## src/rtl/cfg_chain_loader.sv

```systemverilog
// Serial configuration chain loader: accepts host words over valid/ready,
// shifts them MSB-first into the fabric config chain, then checks a CRC-8 trailer.
module cfg_chain_loader #(
  parameter int CHAIN_LEN = 48,
  parameter int WORD_W    = 8
) (
  input  logic              clk,
  input  logic              nrst,
  input  logic              en,
  input  logic              start,
  input  logic              abort,
  input  logic [WORD_W-1:0] word_in,
  input  logic              word_valid,
  output logic              word_ready,
  output logic              config_en,
  output logic              config_data_out,
  output logic              busy,
  output logic              done,
  output logic              error,
  output logic [15:0]       bit_count
);

  localparam int              WB_W     = $clog2(WORD_W + 1);
  localparam logic [15:0]     LEN_LAST = 16'(CHAIN_LEN - 1);
  localparam logic [15:0]     LEN_MAX  = 16'(CHAIN_LEN);
  localparam logic [WB_W-1:0] WB_FULL  = WB_W'(WORD_W);
  localparam logic [WB_W-1:0] WB_ONE   = WB_W'(1);

  typedef enum logic [2:0] {
    S_IDLE  = 3'd0,
    S_FETCH = 3'd1,
    S_SHIFT = 3'd2,
    S_CHECK = 3'd3,
    S_DONE  = 3'd4
  } state_t;

  state_t            r_state;
  state_t            w_state_nxt;
  logic [WORD_W-1:0] r_shreg;
  logic [7:0]        r_crc;
  logic [WB_W-1:0]   r_word_bits;
  logic [15:0]       r_bit_count;
  logic              r_error;

  logic w_clear;
  logic w_load;
  logic w_shift;
  logic w_check;
  logic w_abort;
  logic w_word_ready;
  logic w_config_en;

  // CRC-8, polynomial 0x07, one serial bit per call
  function automatic logic [7:0] crc8_step(input logic [7:0] crc, input logic din);
    logic fb;
    fb = crc[7] ^ din;
    return {crc[6:0], 1'b0} ^ (fb ? 8'h07 : 8'h00);
  endfunction

  // State register
  always_ff @(posedge clk or negedge nrst) begin
    if (!nrst) begin
      r_state <= S_IDLE;
    end else begin
      r_state <= w_state_nxt;
    end
  end

  // Next-state and handshake/shift strobes; abort outranks handshake and shift
  always_comb begin
    w_state_nxt  = r_state;
    w_clear      = 1'b0;
    w_load       = 1'b0;
    w_shift      = 1'b0;
    w_check      = 1'b0;
    w_abort      = 1'b0;
    w_word_ready = 1'b0;
    w_config_en  = 1'b0;
    case (r_state)
      S_IDLE, S_DONE: begin
        if (en && start) begin
          w_clear     = 1'b1;
          w_state_nxt = S_FETCH;
        end else begin
          w_state_nxt = r_state;
        end
      end
      S_FETCH: begin
        if (!en) begin
          w_state_nxt = r_state;
        end else if (abort) begin
          w_abort     = 1'b1;
          w_state_nxt = S_DONE;
        end else begin
          w_word_ready = 1'b1;
          if (word_valid) begin
            w_load      = 1'b1;
            w_state_nxt = S_SHIFT;
          end else begin
            w_state_nxt = r_state;
          end
        end
      end
      S_SHIFT: begin
        if (!en) begin
          w_state_nxt = r_state;
        end else if (abort) begin
          w_abort     = 1'b1;
          w_state_nxt = S_DONE;
        end else begin
          w_config_en = 1'b1;
          w_shift     = 1'b1;
          // Chain-full wins over end-of-word: leftover bits of a partial word are dropped
          if (r_bit_count == LEN_LAST) begin
            w_state_nxt = S_CHECK;
          end else if (r_word_bits == WB_ONE) begin
            w_state_nxt = S_FETCH;
          end else begin
            w_state_nxt = r_state;
          end
        end
      end
      S_CHECK: begin
        if (!en) begin
          w_state_nxt = r_state;
        end else if (abort) begin
          w_abort     = 1'b1;
          w_state_nxt = S_DONE;
        end else begin
          w_word_ready = 1'b1;
          if (word_valid) begin
            w_check     = 1'b1;
            w_state_nxt = S_DONE;
          end else begin
            w_state_nxt = r_state;
          end
        end
      end
      default: begin
        w_state_nxt = S_IDLE;
      end
    endcase
  end

  // Shift register, CRC, bit counters and error flag
  always_ff @(posedge clk or negedge nrst) begin
    if (!nrst) begin
      r_shreg     <= '0;
      r_crc       <= 8'h00;
      r_word_bits <= '0;
      r_bit_count <= 16'd0;
      r_error     <= 1'b0;
    end else if (w_clear) begin
      r_shreg     <= '0;
      r_crc       <= 8'h00;
      r_word_bits <= '0;
      r_bit_count <= 16'd0;
      r_error     <= 1'b0;
    end else if (w_abort) begin
      r_error <= 1'b1;
    end else if (w_load) begin
      r_shreg     <= word_in;
      r_word_bits <= WB_FULL;
    end else if (w_shift) begin
      r_shreg     <= {r_shreg[WORD_W-2:0], 1'b0};
      r_crc       <= crc8_step(r_crc, r_shreg[WORD_W-1]);
      r_word_bits <= r_word_bits - WB_ONE;
      if (r_bit_count != LEN_MAX) begin
        r_bit_count <= r_bit_count + 16'd1;
      end else begin
        r_bit_count <= r_bit_count;
      end
    end else if (w_check) begin
      r_error <= (word_in[7:0] != r_crc);
    end else begin
      r_error <= r_error;
    end
  end

  assign word_ready      = w_word_ready;
  assign config_en       = w_config_en;
  assign config_data_out = w_config_en & r_shreg[WORD_W-1];
  assign busy            = (r_state == S_FETCH) || (r_state == S_SHIFT) || (r_state == S_CHECK);
  assign done            = (r_state == S_DONE);
  assign error           = r_error;
  assign bit_count       = r_bit_count;

endmodule

```

## config.mk

```make
export PLATFORM = sky130hd
export DESIGN_NAME = cfg_chain_loader
export DESIGN_NICKNAME = d
export VERILOG_FILES = /design/src/rtl/cfg_chain_loader.sv
export SDC_FILE = /design/constraint.sdc
export NUM_CORES = 1
export LEC_CHECK = 0
export CAP_MARGIN = 30
export CORE_MARGIN = 2
export CORE_UTILIZATION = 35
export CTS_BUF_LIST = sky130_fd_sc_hd__clkbuf_8
export CTS_CLUSTER_SIZE = 10
export DETAILED_ROUTE_END_ITERATION = 10
export HOLD_SLACK_MARGIN = 0.06
export MAX_ROUTING_LAYER = met4
export PLACE_DENSITY = 0.53
export SLEW_MARGIN = 20
export SYNTH_ARGS = -nofsm -noshare
export SYNTH_HDL_FRONTEND = slang
export SYNTH_SLANG_ARGS = --single-unit
```

## constraint.sdc

```tcl
create_clock -name clk -period 2.5 [get_ports clk]
set_input_delay 0.25 -clock clk [delete_from_list [all_inputs] [get_ports clk]]
set_output_delay 0.25 -clock clk [all_outputs]
set_load 0.005 [all_outputs]
```

Word level (Yosys, flattened, before mapping)
Cells that the tools add are included.
- add/sub/neg operators: 2
- multiply operators: 0
- divide/modulo/power cells: 0
- $lt $le $gt $ge: 0
- equality and inequality tests: 19
- shift operators: 0
- multiplexer cells: 49
- bitwise operators: 3
- reductions and logical operators: 16
- operators by type and width (operator ; number):
    16-bit two-way mux ; 5
    8-bit two-way mux ; 8
    3-bit two-way mux ; 12
    1-bit two-way mux ; 19
    16-bit by 1-bit adder with 16-bit output, second input constant ; 1
    16-bit by 6-bit == test with 1-bit output, second input constant ; 1
    4-bit two-way mux ; 4
    16-bit by 6-bit inequality test with 1-bit output, second input constant ; 1
    2-bit inequality test, second input constant ; 6
    3-bit case mux with 4 select lines ; 1
    3-bit inequality test, second input constant ; 3
    8-bit inequality test ; 1
    8-bit by 3-bit bitwise XOR with 8-bit output ; 1
    7-bit AND reduction ; 1
    3-bit by 2-bit == test with 1-bit output, second input constant ; 2
    3-bit AND reduction ; 2
    3-bit nonzero test ; 2
    4-bit by 1-bit == test with 1-bit output, second input constant ; 1
    4-bit inequality test, second input constant ; 1
    4-bit AND reduction ; 1
    2-bit nonzero test ; 2
    2-bit OR reduction ; 2
    4-bit by 1-bit subtractor with 4-bit output, second input constant ; 1
    3-bit by 1-bit == test with 1-bit output, second input constant ; 1
    9 further kinds ; 10
- bits in registers: 40
- latch bits: 0
- memory bits (writable): 0
- ROM bits: 0
- input port bits: 14
- output and inout port bits: 22
- memories: 0

Logic depth before layout (Yosys ltp)
Gate-level depths: netlist of the first run.
- word-level depth: 9
- mapped depth: 7
- gate-level depth less buffers: 6

Worst setup path after synthesis of the first run
OpenSTA, ideal clock, no wires.
- path kind: register to register
- from: register r_state[0]
- to: register r_bit_count[9], in the netlist bit_count[9]
- setup time: 0.078 ns
- arrival: 1.658 ns
- required time: 2.422 ns
- path slack: 0.764 ns
- stages on the path, launching flop included: 6
- path buffers: 1
- clock period less this slack: 1.736 ns
- cells stage by stage: dfrtp_1 > nor4b_4 > nand2_2 > buf_6 > or4_1 > a21oi_1
- cells in the longest elaborated chain, start to end: 5
- elaborated cells on any way between the ends: 17
- those cells by class: 6 x eq/ne; 5 x mux; 6 x reduce/logical
- RTL lines (element ; line ; text):
    start: declaration ; 37 ; state_t r_state;
    start signal: assignment ; 65 ; r_state <= w_state_nxt;
    3-bit by 1-bit == test with 1-bit output, or another cell as far along ; 79 ; case (r_state)
    3-bit OR reduction (no source line) / 2-bit OR reduction (equally long branches) ; - ;
    1-bit two-way mux, on equally long branches ; - ;
    2-bit inequality test (no source line) / 2-bit nonzero test (equally long branches) ; - ;
    4-bit AND reduction (no source line) ; - ;
    end signal: assignment ; 169 ; r_bit_count <= r_bit_count + 16'd1;
    end signal: assignment ; 171 ; r_bit_count <= r_bit_count;
    end: declaration ; 42 ; logic [15:0] r_bit_count;
Parallel ways exist; a longest one is shown, timed or not.
A chain may end at the register's enable or synchronous reset.

Worst setup path after layout of the first run
- from: register r_state[0]
- to: output port config_en
- cells in the longest elaborated chain, start to end: 2
- RTL lines (element ; line ; text):
    3-bit by 2-bit == test with 1-bit output ; 79 ;
    1-bit two-way mux ; 79 ;
    end: declaration ; 15 ; output logic config_en,
Every way passes these cells.

==> impl_metrics.toml, run 1 <==
[global_routing]
grt_overflow = 0
grt_max_degree = 41
grt_pass1_wl_um = 9110
grt_usage = 0.169
grt_pass1_vias = 1747
antenna_found_initial = 0

[pwr]
intPower_mw = 1.39
power_frac_comb = 0.299
irDropWorstVdd_uv = 347
swShare = 0.330
switching_power_mw = 0.685
leakage_nw = 1.20
cellPowerDensity_nw_per_um2 = 744
p_clk_frac = 0.263
seqPwrFrac = 0.438

[logic_synthesis]
synth_nets = 247
synth-edff-count = 0
synthTopCellsByCount = "40 x dfrtp_1, 22 x nand2_1, 16 x a21oi_1, 13 x nor2_1"
ys_seq_elements = 40
syn_inst = 229
yosysSeqAreaShare = 0.453
async_flop_share = 1.00
synth_ff_type = "dfrtp_1"
synth.distinct_cells = 48
ys_warn_count = 0
yosysMostFrequentCell = "dfrtp_1"
avgSynthCellArea_um2 = 9.65
synth_area_leader_cell = "dfrtp_1"
synth_top_area_frac = 0.453
synth_area_leaders = "dfrtp_1 45%, xnor2_1 4.4%, nand2_1 3.7%, a21oi_1 3.6%, a22o_1 3.2%"
syn_area_um2 = 2210

[floorplan]
die_w_um = 83.5
coreArea_um2 = 6030
io_pins = 36
die_area_um2 = 6960
initial_core_util = 0.367
die_h_um = 83.5
row_count = 28

[timing]
drv_slew = 0
fin_skew_ps = 7.96
finalSetupViolations = 0
period_needed_ps = 2210
rsz0062_at_grt = "no"
worst_pin_slew_ps = 508
hold_viol = 0
finalSetupTns_ps = 0
fmax_mhz = 452
slew_headroom = 0.661
finalCritPeriodShare = 0.884

[clocking]
ctsRootBufferMaster = "clkbuf_8"
cts_made_buffers = 5
clk_latency_ps = 300
htreeDepth = 2
cts_buffer_depth = 2
clk_pin_slew_ps = 80
cts_tree = "yes"
clock_sinks = 40

[critical_path]
slowest_delay_ps = 540
cp_num_buf_inv = 2
critical_path.max_fanout = 8
critical_path_class = "reg2out"
crit_path_start_kind = "flip-flop"
worst_path_dominant_cell_family = "buffers and inverters"
arrival_ps = 1960
worst_path_max_delay_cell = "clkdlybuf4s50_1"
critical_path.cell_chain = "nor4b_4, nand2_2, inv_1, clkdlybuf4s50_1"
crit_required_ps = 2250
crit_path_end_kind = "output pin"

[routing]
wl_um = 5540
avgViaCountPerCell = 5.39
drc = 0
vias = 1860
drt_iter0_drc = 105
antenna_left = 0
routedWlPerCell_um = 16.1
dr.pass1.iters = 4

[layout]
layout-drive-gt1-share = 0.104
fill_cells = 603
antenna_cells = 0
seqCellArea_um2 = 1000
nNetsFinal = 287
syn2layout_area_growth_pct = 26.5
multi_input_area_um2 = 1110
fin_area_um2 = 2800

[placement]
port_buffers = 35
place_area_um2 = 2650
hpwl_um = 3950
gp_congestion = 0.758

[run_status]
outcome = "finished clean"

[run]
cap_violations = 0

[worst_hold_path]
min_path_type = "in2async"
-- final cells by class --
class,instances,area share
clock inverters,3,0.0166
multi-input cells,167,0.397
flip-flops and latches,40,0.358
repair buffers,46,0.158
well taps,75,0.0336
clock buffers,5,0.0246
inverters,9,0.0121
-- power by group through the flow --
stage	clock [mW]	combinational (mW)	sequential (mW)
2_1_floorplan	0	0.421	0.871
5_1_grt	0.599	0.703	0.931
3_5_place_dp	0	0.622	0.917
6_report	0.547	0.622	0.910
3_3_place_gp	0	0.620	0.922
4_1_cts	0.568	0.626	0.908
-- path summary, 6_finish.rpt --
kind / depth (start not counted) / start / end / slack [ps]
worst max-delay path: 4 / r_state[0] / config_en / 290
worst max register to register: 5 / r_state[0] / bit_count[14] / 530
worst min register to register: 1 / r_shreg[6] / r_shreg[6] / 480
max in group asynchronous: 3 / nrst / r_shreg[4] / 1630
min in group clk: 1 / r_shreg[6] / r_shreg[6] / 480
worst min-delay path: 2 / nrst / bit_count[8] / 400
-- routing by layer --
| layer | GRT usage | up-vias | part of all wire |
|---|---|---|---|
| met4 | 0.0484 | 0 | 0.011 |
| met3 | 0.0346 | 6 | 0.031 |
| met5 | - | - | 0 |
| met1 | 0.251 | 917 | 0.51 |
| met2 | 0.234 | 28 | 0.44 |
| li1 | - | 909 | - |
-- cells in the final DEF (no fill, tap or decap), types with 2 or more instances in the layout --
cell type / Yosys / routed
nor4_1: 2 / 2
xor2_1: 7 / 7
nor3_1: 6 / 6
or4_1: 7 / 7
o31ai_1: 7 / 7
inv_1: 9 / 9
and4_1: 2 / 2
o21ai_0: 4 / 4
and3_1: 3 / 3
mux2_2: 2 / 2
clkdlybuf4s50_1: 0 / 34
clkbuf_8: 0 / 5
a22o_1: 8 / 8
nand3_1: 8 / 8
nand2_1: 22 / 22
a21o_1: 9 / 9
nand2b_1: 2 / 2
nor2_1: 13 / 13
dfrtp_1: 40 / 40
xnor2_1: 11 / 11
buf_4: 0 / 9
nand4_1: 11 / 11
ha_1: 4 / 4
a21oi_1: 16 / 16
-- per-stage QoR --
stage	power, mW	util	setup WS [ps]	instances	hold WS [ps]
after global placement	1.54	0.440	357	335	449
after CTS	2.10	0.459	256	343	108
final	2.08	0.464	290	345	401
after floorplan	1.29	-	764	229	-45.6
after detailed placement	1.54	0.440	284	335	440
after global routing	2.23	0.464	152	345	417
-- cells by family after synthesis --
kind of cell	Yosys count	share of synthesized area
AND/OR/NAND/NOR	88	0.225
AO/OA/AOI/OAI	55	0.173
flip-flops	40	0.453
buffers and inverters	22	0.0453
XOR/XNOR	18	0.0713
adder cells (fa/ha/maj)	4	0.0227
multiplexers	2	0.0102
-- flip-flops by register name (all words and copies together), names as in the netlist --
signal       flops
r_crc            8
error            1
bit_count       16
r_shreg          8
r_word_bits      4
r_state          3
-- worst reg2reg max path, cell delays in order (launching register included) --
cell and delay, ps:
dfrtp_1 480, nor4b_4 390, buf_4 190, a21oi_2 140
or4_1 540, a21oi_1 160
-- repair_timing --
action                    4_1_cts  5_1_grt
setup buffers                   0        0
hold endpoints to repair        0       14
hold buffers                    0        1
gates resized for setup         0        0
Power figures use the tool's default switching activity.
==> run 2, diff against run 1 <==
--- a/config.mk
+++ b/config.mk
@@ -6,10 +6,9 @@
 export NUM_CORES = 1
 export LEC_CHECK = 0
 export CAP_MARGIN = 30
-export CORE_MARGIN = 2
 export CORE_UTILIZATION = 35
 export CTS_BUF_LIST = sky130_fd_sc_hd__clkbuf_8
-export CTS_CLUSTER_SIZE = 10
+export CTS_CLUSTER_SIZE = 25
 export DETAILED_ROUTE_END_ITERATION = 10
 export HOLD_SLACK_MARGIN = 0.06
 export MAX_ROUTING_LAYER = met4
==> constraint.sdc (replaced) <==
create_clock -name clk -period 2.4 [get_ports clk]
set_input_delay 0.24 -clock clk [delete_from_list [all_inputs] [get_ports clk]]
set_output_delay 0.24 -clock clk [all_outputs]
set_load 0.005 [all_outputs]
==> impl_metrics.toml, run 2 (synthesized netlist as in run 1, its figures left out) <==
[clocking]
cts_buffer_depth = 2
cts_made_buffers = 5
clock_sinks = 40
htreeDepth = 2
cts_tree = "yes"
clk_latency_ps = 290
clk_pin_slew_ps = 80
ctsRootBufferMaster = "clkbuf_8"

[routing]
wl_um = 5400
met2WireLength_um = 2290
met1_length_um = 2800
routedWlPerCell_um = 15.6
highest_layer = "met4"
dr.pass1.iters = 4
drc = 0
antenna_left = 0
wl_met3_um = 236
avgViaCountPerCell = 5.40
drt_iter0_drc = 104
vias = 1870

[layout]
syn2layout_area_growth_pct = 27.1
layout-drive-gt1-share = 0.107
seqCellArea_um2 = 1000
mostFrequentLayoutCell = "dfrtp_1"
largest_register_ffs = 16
fill_cells = 583
fin_area_um2 = 2810
nNetsFinal = 288
multi_input_area_um2 = 1110
antenna_cells = 0
mostFrequentLayoutCells = "40 x dfrtp_1, 34 x clkdlybuf4s50_1, 22 x nand2_1"

[critical_path]
arrival_ps = 2000
cp-startpoint = "r_state[2]"
reg2reg_slack_ps = 480
r2r_start = "r_state[2]"
crit_path_end_kind = "output pin"
critical_path_class = "reg2out"
crit_required_ps = 2160
critical_path.max_fanout = 12
crit_path_start_kind = "flip-flop"

[timing]
worst_pin_slew_ps = 491
fin_skew_ps = 6.69
finalSetupViolations = 0
period_needed_ps = 2240
finalCritPeriodShare = 0.934
rsz0062_at_grt = "no"
finalSetupTns_ps = 0
fmax_mhz = 446
hold_viol = 0
slew_headroom = 0.670
drv_slew = 0

[placement]
gp_congestion = 0.731
port_buffers = 35
hpwl_um = 3720
place_area_um2 = 2650

[pwr]
leakage_nw = 1.21
power_frac_comb = 0.304
seqPwrFrac = 0.439
irDropWorstVdd_uv = 389
p_clk_frac = 0.257
swShare = 0.327
switching_power_mw = 0.705
cellPowerDensity_nw_per_um2 = 767
intPower_mw = 1.45

[floorplan]
row_count = 28
die_h_um = 81.5
die_w_um = 81.5
initial_core_util = 0.369
coreArea_um2 = 5990
io_pins = 36
die_area_um2 = 6630

[run_status]
outcome = "finished clean"

[global_routing]
grt_pass1_wl_um = 8830
grt_usage = 0.184
grt_overflow = 0
antenna_found_initial = 0
grt_pass1_vias = 1681
grt_max_degree = 41

[worst_hold_path]
min_path_type = "in2async"

[run]
cap_violations = 0
run 2: timing repair:
item	CTS	global route
gates resized for setup	0	1
endpoints found under the hold margin	0	17
buffers inserted	0	0
hold buffers	0	1
setup endpoints to repair	0	1
run 2: area by class of cell:
cell class,instances,area share
clock buffer,5,0.0245
clock inverter,3,0.0152
inverter,9,0.0120
multi-input combinational,167,0.395
sequential,40,0.357
tap,75,0.0334
timing repair buffer,47,0.164
run 2: metrics by stage:
step | instances | setup slack (ps) | total power, mW | util | hold slack, ps
6_report | 346 | 159 | 2.15 | 0.469 | 429
3_3_place_gp | 335 | 61.3 | 1.60 | 0.442 | 436
5_1_grt | 346 | 13.4 | 2.31 | 0.469 | 453
4_1_cts | 343 | 95.3 | 2.17 | 0.461 | 106
2_1_floorplan | 229 | 664 | 1.35 | - | -55.6
3_5_place_dp | 335 | 34.8 | 1.60 | 0.442 | 437
run 2: layer usage:
metal / vias to the layer above / track usage
li1: 922 / -
met1: 902 / 0.274
met2: 39 / 0.252
met3: 7 / 0.0367
met4: 0 / 0.0482
met5: - / -
run 2: critical path: stages (launching register included):
cell and delay (ps):
dfrtp_1 470, nor4b_4 360, buf_6 200, and3_1 170, clkdlybuf4s50_1 500
run 2: worst paths after layout:
kind                       cells after the start               to
min reg2reg                                    1       r_shreg[5]
max reg2reg                                    5    bit_count[12]
max                                            4  config_data_out
min                                            2     bit_count[3]
min in group clk                               1       r_shreg[5]
max in group asynchronous                      3         r_crc[3]
run 2: power by group through the flow:
stage / logic [mW] / clock network (mW) / registers [mW]
detailed placement: 0.645 / 0 / 0.957
CTS: 0.649 / 0.577 / 0.946
floorplan: 0.438 / 0 / 0.908
global route: 0.737 / 0.603 / 0.970
global placement: 0.637 / 0 / 0.959
finish: 0.654 / 0.554 / 0.946
==> run 3, diff against run 2 <==
--- a/config.mk
+++ b/config.mk
@@ -6,13 +6,13 @@
 export NUM_CORES = 1
 export LEC_CHECK = 0
 export CAP_MARGIN = 30
-export CORE_UTILIZATION = 35
+export CORE_UTILIZATION = 50
 export CTS_BUF_LIST = sky130_fd_sc_hd__clkbuf_8
 export CTS_CLUSTER_SIZE = 25
 export DETAILED_ROUTE_END_ITERATION = 10
 export HOLD_SLACK_MARGIN = 0.06
 export MAX_ROUTING_LAYER = met4
-export PLACE_DENSITY = 0.53
+export PLACE_DENSITY = 0.72
 export SLEW_MARGIN = 20
 export SYNTH_ARGS = -nofsm -noshare
 export SYNTH_HDL_FRONTEND = slang
==> impl_metrics.toml, run 3 (synthesized netlist as in run 1, its figures left out) <==
[run_status]
outcome = "finished clean"

[timing]
setup_slack_ps = 239
drv_slew = 0
fin_skew_ps = 4.83
finalSetupTns_ps = 0
finalCritPeriodShare = 0.900
hold_viol = 0
rsz0062_at_grt = "no"
fmax_mhz = 463
slew_headroom = 0.399
finalSetupViolations = 0
period_needed_ps = 2160
worst_pin_slew_ps = 894

[global_routing]
antenna_found_initial = 0
grt_overflow = 0
grt_pass1_wl_um = 8360
grt_usage = 0.255
grt_pass1_vias = 1720
grt_max_degree = 41

[floorplan]
row_count = 23
die_h_um = 68.5
coreArea_um2 = 4120
die_w_um = 68.5
io_pins = 36
die_area_um2 = 4690
initial_core_util = 0.537

[layout]
utilization = 0.674
nNetsFinal = 289
mostFrequentLayoutCells = "40 x dfrtp_1, 34 x clkdlybuf4s50_1, 22 x nand2_1"
fin_area_um2 = 2780
fill_cells = 353
largest_register_ffs = 16
mostFrequentLayoutCell = "dfrtp_1"
antenna_cells = 0
layout-drive-gt1-share = 0.110
syn2layout_area_growth_pct = 25.6

[routing]
antenna_left = 0
routedWlPerCell_um = 16.1
drt_iter0_drc = 123
dr.pass1.iters = 5
vias = 1861
avgViaCountPerCell = 5.78
drc = 0
wl_um = 5200

[placement]
port_buffers = 35
gp_congestion = 0.758
hpwl_um = 3650
place_area_um2 = 2630
pre_cts_ws_ps = 206

[clocking]
htreeDepth = 2
cts_tree = "yes"
ctsRootBufferMaster = "clkbuf_8"
clk_latency_ps = 290
cts_hold_buf = 0
clk_pin_slew_ps = 80
cts_buffer_depth = 2
post_cts_buffers = 0
cts_made_buffers = 5
cts_resized = 0
clock_sinks = 40

[run]
cap_violations = 0

[critical_path]
critical_path_class = "reg2out"
crit_path_end_kind = "output pin"
critical_path.max_fanout = 9
reg2regPathDepth = 5
crit_required_ps = 2160
crit_path_start_kind = "flip-flop"
arrival_ps = 1920

[pwr]
power_mw = 2.16
leakage_nw = 1.21
cellPowerDensity_nw_per_um2 = 777
irDropWorstVdd_uv = 532

[worst_hold_path]
min_path_type = "in2async"
## run 3: worst paths after layout
path,slack [ps],startpoint,end
max in group asynchronous,1570,nrst,bit_count[3]
worst min register to register,490,r_shreg[4],r_shreg[4]
worst min-delay path,370,nrst,bit_count[10]
worst max register to register,460,r_state[1],bit_count[13]
min in group clk,490,r_shreg[4],r_shreg[4]
worst max-delay path,240,r_state[1],config_en
## run 3: critical path, stage by stage (launching register included)
cell and delay (ps):
dfrtp_1 510, nor4b_4 360, nand2_2 100, inv_1 130, clkdlybuf4s50_1 530
## run 3: final cells by class
| type | count | area (um^2) | share of cell area |
|---|---|---|---|
| well taps | 50 | 62.6 | 0.0225 |
| repair buffers | 48 | 458 | 0.165 |
| multi-input cells | 167 | 1110 | 0.399 |
| clock inverters | 3 | 42.5 | 0.0153 |
| inverters | 9 | 33.8 | 0.0122 |
| flip-flops and latches | 40 | 1000 | 0.361 |
| clock buffers | 5 | 68.8 | 0.0248 |
## run 3: power by group
part           total [mW]  internal [mW]  switching [mW]
logic               0.660          0.346           0.313
clock network       0.551          0.308           0.243
registers           0.947          0.799           0.148
## run 3: metal layers
metal  global-route usage  up-vias  share of wire
met5                    -        -              0
met3               0.0433        6          0.032
met1                0.363      901           0.51
met2                0.352       36           0.44
met4                0.109        0          0.013
li1                     -      918              -
## run 3: stage by stage
stage | hold WS [ps] | std cells
final | 372 | 322
after detailed placement | 418 | 312
after global routing | 408 | 322
after global placement | 417 | 312
after floorplan | -55.6 | 229
after CTS | 100 | 320
